$ cat config.mk
export PLATFORM = sky130hd
export DESIGN_NAME = lcd_ctrl
export DESIGN_NICKNAME = d
export VERILOG_FILES = /design/src/rtl/lcd_ctrl.sv
export SDC_FILE = /design/constraint.sdc
export NUM_CORES = 1
export LEC_CHECK = 0
export ABC_AREA = 1
export BUFFER_PORTS_ARGS = -buffer_cell sky130_fd_sc_hd__buf_2
export CAP_MARGIN = 20
export CORE_MARGIN = 2
export CORE_UTILIZATION = 35
export DETAILED_ROUTE_END_ITERATION = 6
export GPL_TIMING_DRIVEN = 0
export PLACE_DENSITY = 0.55
export SYNTH_ARGS = -nofsm -noshare
export SYNTH_HDL_FRONTEND = slang
export SYNTH_SLANG_ARGS = --single-unit
$ cat constraint.sdc
create_clock -name i_clk -period 1.8 [get_ports i_clk]
set_input_delay 0.45 -clock i_clk [delete_from_list [all_inputs] [get_ports i_clk]]
set_output_delay 0.45 -clock i_clk [all_outputs]
set_load 0.01 [all_outputs]
$ cat src/rtl/lcd_ctrl.sv
// HD44780 character-LCD write controller with power-on init sequence.
// One down-counter times every bus phase and execution wait.
module lcd_ctrl #(
    parameter bit INIT_EN     = 1'b1,
    parameter int INIT_CYC    = 750000,
    parameter int SETUP_CYC   = 2,
    parameter int EN_HIGH_CYC = 12,
    parameter int HOLD_CYC    = 1,
    parameter int EXEC_CYC    = 2000,
    parameter int CLEAR_CYC   = 82000
) (
    input  logic        i_clk,
    input  logic        i_reset,
    input  logic        i_wr_valid,
    input  logic [31:0] i_wr_data,
    output logic        o_wr_ready,
    output logic [31:0] o_status,
    output logic        o_lcd_on,
    output logic        o_lcd_en,
    output logic        o_lcd_rs,
    output logic        o_lcd_rw,
    output logic [7:0]  o_lcd_data
);

    localparam int M1 = (INIT_CYC > CLEAR_CYC) ? INIT_CYC : CLEAR_CYC;
    localparam int M2 = (EXEC_CYC > EN_HIGH_CYC) ? EXEC_CYC : EN_HIGH_CYC;
    localparam int M3 = (SETUP_CYC > HOLD_CYC) ? SETUP_CYC : HOLD_CYC;
    localparam int M4 = (M1 > M2) ? M1 : M2;
    localparam int MAXC = (M4 > M3) ? M4 : M3;
    localparam int CW = (MAXC > 1) ? $clog2(MAXC) : 1;

    localparam logic [CW-1:0] L_INIT  = CW'(INIT_CYC - 1);
    localparam logic [CW-1:0] L_SETUP = CW'(SETUP_CYC - 1);
    localparam logic [CW-1:0] L_EN    = CW'(EN_HIGH_CYC - 1);
    localparam logic [CW-1:0] L_HOLD  = CW'(HOLD_CYC - 1);
    localparam logic [CW-1:0] L_EXEC  = CW'(EXEC_CYC - 1);
    localparam logic [CW-1:0] L_CLEAR = CW'(CLEAR_CYC - 1);

    typedef enum logic [2:0] {
        INIT_WAIT, SETUP, PULSE, HOLD, EXEC, IDLE
    } state_t;

    state_t        state;
    logic [CW-1:0] cnt;
    logic [1:0]    idx;
    logic          initing;
    logic          done;
    logic          run;
    logic          rs;
    logic [7:0]    db;
    logic          is_clear;
    logic          unused_bits;

    function automatic logic [7:0] init_byte(input logic [1:0] i);
        case (i)
            2'd0:    init_byte = 8'h38;
            2'd1:    init_byte = 8'h0C;
            2'd2:    init_byte = 8'h01;
            default: init_byte = 8'h06;
        endcase
    endfunction

    // Clear/home commands need the long execution wait
    assign is_clear = !rs && (db[7:2] == 6'd0) && (db[1:0] != 2'd0);

    always_ff @(posedge i_clk) begin
        if (i_reset) begin
            state   <= INIT_EN ? INIT_WAIT : IDLE;
            cnt     <= L_INIT;
            idx     <= 2'd0;
            initing <= INIT_EN;
            done    <= 1'b0;
            run     <= 1'b0;
            rs      <= 1'b0;
            db      <= 8'h00;
        end else begin
            run <= 1'b1;
            case (state)
                INIT_WAIT: begin
                    if (cnt == '0) begin
                        rs    <= 1'b0;
                        db    <= init_byte(2'd0);
                        idx   <= 2'd0;
                        cnt   <= L_SETUP;
                        state <= SETUP;
                    end else begin
                        cnt <= cnt - 1'b1;
                    end
                end
                IDLE: begin
                    if (i_wr_valid) begin
                        rs    <= i_wr_data[9];
                        db    <= i_wr_data[7:0];
                        cnt   <= L_SETUP;
                        state <= SETUP;
                    end
                end
                SETUP: begin
                    if (cnt == '0) begin
                        cnt   <= L_EN;
                        state <= PULSE;
                    end else begin
                        cnt <= cnt - 1'b1;
                    end
                end
                PULSE: begin
                    if (cnt == '0) begin
                        cnt   <= L_HOLD;
                        state <= HOLD;
                    end else begin
                        cnt <= cnt - 1'b1;
                    end
                end
                HOLD: begin
                    if (cnt == '0) begin
                        cnt   <= is_clear ? L_CLEAR : L_EXEC;
                        state <= EXEC;
                    end else begin
                        cnt <= cnt - 1'b1;
                    end
                end
                EXEC: begin
                    if (cnt != '0) begin
                        cnt <= cnt - 1'b1;
                    end else if (initing && idx != 2'd3) begin
                        idx   <= idx + 2'd1;
                        rs    <= 1'b0;
                        db    <= init_byte(idx + 2'd1);
                        cnt   <= L_SETUP;
                        state <= SETUP;
                    end else begin
                        initing <= 1'b0;
                        done    <= 1'b1;
                        state   <= IDLE;
                    end
                end
                default: state <= IDLE;
            endcase
        end
    end

    assign o_wr_ready = (state == IDLE);
    assign o_status   = {30'b0, INIT_EN ? done : 1'b1,
                         run && (state != IDLE)};
    assign o_lcd_on   = run;
    assign o_lcd_en   = (state == PULSE);
    assign o_lcd_rs   = rs;
    assign o_lcd_rw   = 1'b0;
    assign o_lcd_data = db;

    assign unused_bits = ^{i_wr_data[31:10], i_wr_data[8]};

endmodule

Word-level counts from Yosys, hierarchy flattened
Cells that the tools add are included.

word-level totals
  register bits = 37
  bits in latches = 0
  RAM bits = 0
  bits in read-only memories = 0
  logic and storage cells = 81
  memories kept = 0

operators by class
  add/sub/neg operators = 2
  multipliers = 0
  div/mod/pow operators = 0
  magnitude comparators = 0
  eq/ne operators = 17
  shift operators = 0
  muxes and demuxes = 33
  bitwise operators = 2
  reduce and logical (&&, ||, !) cells = 19

operators by type and width
  kind                   number
  $mux 20                7
  $pmux 20 s6            1
  $mux 8                 4
  $pmux 8 s3             1
  $mux 3                 7
  $logic_not 20->1       1
  $reduce_bool 20->1     1
  $sub 20x1->20 const B  1
  $pmux 3 s6             1
  $pmux 6 s3             1
  $mux 17                1
  $ne 2x2->1 const B     7
  $eq 3x2->1 const B     2
  $eq 3x3->1 const B     2
  $logic_not 6->1        1
  $mux 2                 3
  $ne 3x3->1 const B     2
  $reduce_and 3->1       2
  $reduce_and 6->1       1
  $reduce_bool 6->1      1
  $mux 1                 5
  $reduce_and 5->1       1
  $logic_and 1x1->1      4
  $pmux 2 s2             1
  13 further kinds       15

Logic depth before layout (Yosys ltp)
  word-level depth = 6
  mapped depth = 12

Worst setup path after synthesis
Ideal clock, no wire load.

  path kind = flip-flop to flip-flop
  from = reg cnt[0]
  to = reg db[1], in the netlist o_lcd_data[1]
  data arrival time = 1411 ps
  data required time = 1683 ps
  setup slack = 272 ps
  cell stages (with the launch flop) = 13
  buffers on the path = 1
  cells stage by stage = dfxtp_1 inv_1 ha_1 inv_1 nor2_1 nand2_1 nor2_1 nand3_1 nand2_1 nand2_2 buf_4 o21ai_1 a21oi_1

on the way
  cells in the longest elaborated chain, start to end = 3
  elaborated cells on any way between the ends = 5
  those cells by class = eq/ne: 2; reduce/logical: 3

ends and longest elaborated chain
  item                                                    line     source
  start, declared                                         44       logic [CW-1:0] cnt;
  start signal, assigned                                  87       cnt <= cnt - 1'b1;
  start signal, assigned                                  103      cnt <= cnt - 1'b1;
  start signal, assigned                                  111      cnt <= cnt - 1'b1;
  $reduce_bool 20->1 or $logic_not 20->1 (tied branches)  123, 80
  $ne 2x2->1 (no line)                                    --
  $reduce_and 5->1 (no line) *                            --
  end signal, assigned                                    82       db <= init_byte(2'd0);
  end signal, assigned                                    93       db <= i_wr_data[7:0];
  end signal, assigned                                    128      db <= init_byte(idx + 2'd1);
  end, declared                                           50       logic [7:0] db;

Mark *: on every way between the ends. The rest lies on a longest branch, timed or not.
A chain may end at the register's enable or synchronous reset.

Worst setup path after layout
  from = reg state[1]
  to = out o_status[0]

on the way
  cells in the longest elaborated chain, start to end = 2

ends and longest elaborated chain
  item                    line  source
  start, declared         43    state_t state;
  start signal, assigned  68    state <= INIT_EN ? INIT_WAIT : IDLE;
  $ne 3x3->1              144   run && (state != IDLE)};
  $logic_and 1x1->1       144
  end, declared           17    output logic [31:0] o_status,

Every way passes these cells.

==> impl_metrics.yaml <==
outcome:
  status: "finished, final reports clean"
drt:
  viasPerCell: 4.39
  drtIter0Drc: 102
  wl_met2_mm: 2.93
  drt-pass1-iter-count: 4
  dr_wl_met3_um: 274
  vias: 2436
  wl_per_cell_um: 11.5
  routed_wl_mm: 6.36
  top_layer: "met4"
  met1_length_mm: 3.08
  drc: 0
  ant_nets: 0
setup_path:
  worst-path-stages: 7
  cp.arrival_ns: 1.26
  cp-start-kind: "flip-flop"
  cp_max_fo: 6
  crit_required_ns: 1.35
  critPathTopFamily: "flip-flops"
  crit_end: "o_status[0]"
  cp-startpoint: "state[1]"
  crit_path_cell_trace: "inv_2 -> nand2_2 -> nor2_8 -> inv_2 -> nand2_1 -> inv_1 -> buf_2"
  r2r_start: "state[0]"
  ff2ff_setup_slack_ns: 0.13
  crit_path_end_kind: "primary output"
  slowest_stage: "dfxtp_4"
  critical_path_class: "flip-flop to primary output"
  critPathMaxStageDelay_ns: 0.37
  r2r_cells: 8
  critPathMostFrequentCell: "inv_2"
  r2r-end: "cnt[6]"
  cp_num_buf_inv: 4
floorplan:
  rows: 31
  die_area_um2: 8200
  start_util_pct: 36.2
  boundaryPins: 80
  die_h_um: 90.6
  die_w_um: 90.6
  coreArea_um2: 7250
timing:
  clock-skew-final_ns: 0.00632
  fin_tns_setup_ns: 0
  setup_viol: 0
  worst_pin_slew_ns: 0.616
  min_period_ns: 1.71
  max_freq_ghz: 0.586
  hold_violations: 0
  slew_viol_final: 0
  slew_headroom_pct: 58.9
  period_share_pct: 94.8
pwr:
  ir_drop_mv: 0.313
  power_density_nw_per_um2: 507
  p_leak_nw: 1.56
  power.total_mw: 1.61
finish:
  layout_common_cells: "nand2_1 (90), nor2_1 (44), buf_4 (37)"
  drive_gt1_share_pct: 30.0
  insertedDiodeCount: 0
  nNetsFinal: 496
  final-seq-area_um2: 748
  areaGrowthSynthToFinish_pct: 21.1
  final_util_pct: 43.8
  multi_input_comb_area_um2: 1590
  fillers: 782
  final_common_cell: "nand2_1"
cts:
  numCtsBuffers: 5
  clk_pin_slew_worst_paths_ns: 0.09
  clk_path_buf_depth: 2
  clock_latency_ns: 0.30
  cts_sinks: 37
  cts_tree: "built"
  clockRootBuffer: "clkbuf_8"
  postCtsHoldBufs: 0
  h-tree-depth: 2
yosys:
  yosysWarnings: 0
  ys_types: 36
  synth-edff-count: 0
  ys.flop_type: "dfxtp_1"
  syn_avg_cell_area_um2: 6.74
  ys_seq_area_share_pct: 28.2
  syn_inst: 389
  synth_area_um2: 2620
  async_reset_ff_share_pct: 0
  synth-seq-cells: 37
global_routing:
  track_usage_pct: 15.8
  antenna_found_initial: 0
  grt_remaining_overflow: 0
  grt_pass1_wl_mm: 10.6
  grt_pass1_vias: 2266
  grt_max_degree: 14
hold_path:
  min_path_type: "input pin to flip-flop"
place:
  dp_hpwl_mm: 4.93
  gp_congestion: 0.812
  io_buffers: 24
job:
  maxCapViolCount: 0
[power breakdown]
part / switching [mW] / total, mW / internal, mW
sequential: 0.00592 / 0.829 / 0.823
clock: 0.344 / 0.619 / 0.275
combinational: 0.0852 / 0.160 / 0.0746
[kinds of logic (layout without fill, tap and decap cells)]
logic type / after synthesis / in the layout / share of synthesized area (%)
DFF: 37 / 37 / 28.2
buffers and inverters: 83 / 120 / 17.5
AOI/OAI and AO/OA: 49 / 49 / 11.0
adders and majority gates: 6 / 6 / 2.86
other: 1 / 31 / 0.143
xor gates and xnor gates: 8 / 8 / 2.67
and+or+nand+nor: 205 / 205 / 37.6
[stage by stage]
| step | setup slack, ns | area (um^2) | instances | hold WS [ns] |
|---|---|---|---|---|
| 6_report | 0.0929 | 3180 | 555 | 0.410 |
| 2_1_floorplan | 0.272 | 2740 | 419 | 0.442 |
| 3_5_place_dp | -0.0653 | 2980 | 542 | 0.466 |
| 5_1_grt | -0.00564 | 3180 | 555 | 0.403 |
| 4_1_cts | 0.00729 | 3110 | 554 | 0.400 |
| 3_3_place_gp | -0.0506 | 2980 | 542 | 0.460 |
[worst min-delay path by stage]
stage / start / to / slack [ns] / cells past startpoint
after floorplan: done / done / 0.44 / 2
after detailed placement: o_lcd_data[1] / o_lcd_data[1] / 0.47 / 2
final: i_wr_data[9] / o_lcd_rs / 0.41 / 3
after CTS: i_wr_data[9] / o_lcd_rs / 0.40 / 3
after global routing: i_wr_data[9] / o_lcd_rs / 0.40 / 3
after global placement: done / done / 0.46 / 2
[flip-flops by register name, summed over array words and instances, names as in the netlist]
signal	cells
cnt	20
done	1
idx	2
initing	1
o_lcd_data	8
o_lcd_on	1
o_lcd_rs	1
state	3
[final cells by class]
class                   instances  area share, %
well taps                      99           3.90
inverters                      44           5.28
clock buffers                   5           2.17
clock inverters                 3          0.670
repair buffers                 29           4.96
flip-flops and latches         37           23.6
plain buffers                  39           9.34
multi-input cells             299           50.1
[synth_stat cells (2+ instances only)]
cell / n / area (um^2)
nand2_1: 90 / 338
nor2_1: 47 / 176
dfxtp_1: 37 / 741
inv_1: 36 / 135
buf_4: 33 / 248
nand3_1: 23 / 115
a21oi_1: 18 / 90.1
nor2_2: 12 / 75.1
o21ai_1: 10 / 50.1
nand2_2: 9 / 56.3
o21ai_0: 9 / 45.0
inv_2: 7 / 26.3
xor2_1: 7 / 61.3
ha_1: 6 / 75.1
nor2_4: 6 / 67.6
nor3_1: 5 / 25.0
nand4_1: 4 / 25.0
buf_6: 3 / 33.8
clkbuf_1: 3 / 11.3
o21ai_2: 3 / 26.3
a21oi_2: 2 / 17.5
a22o_1: 2 / 17.5
nand2_4: 2 / 22.5
nand3_2: 2 / 20.0
o211ai_1: 2 / 15.0
[tightest hold or removal path, cell delays in order]
cell	delay, ns
buf_2	0.10
nand3_1	0.07
a21oi_1	0.05
[metal layers]
metal | global-route usage [%] | up-vias
li1 | - | 1299
met1 | 21.6 | 1080
met2 | 25.7 | 49
met3 | 2.75 | 8
met4 | 3.85 | 0
met5 | 0 | -
[repair_timing]
| item | CTS | global route |
|---|---|---|
| buffers inserted | 4 | 1 |
| gates resized for setup | 3 | 20 |
| pin swaps | 1 | 3 |
| setup endpoints to repair | 6 | 28 |
| cloned | 0 | 0 |
| hold endpoints to repair | 0 | 0 |
No activity file was read; power rests on OpenSTA's default activity.
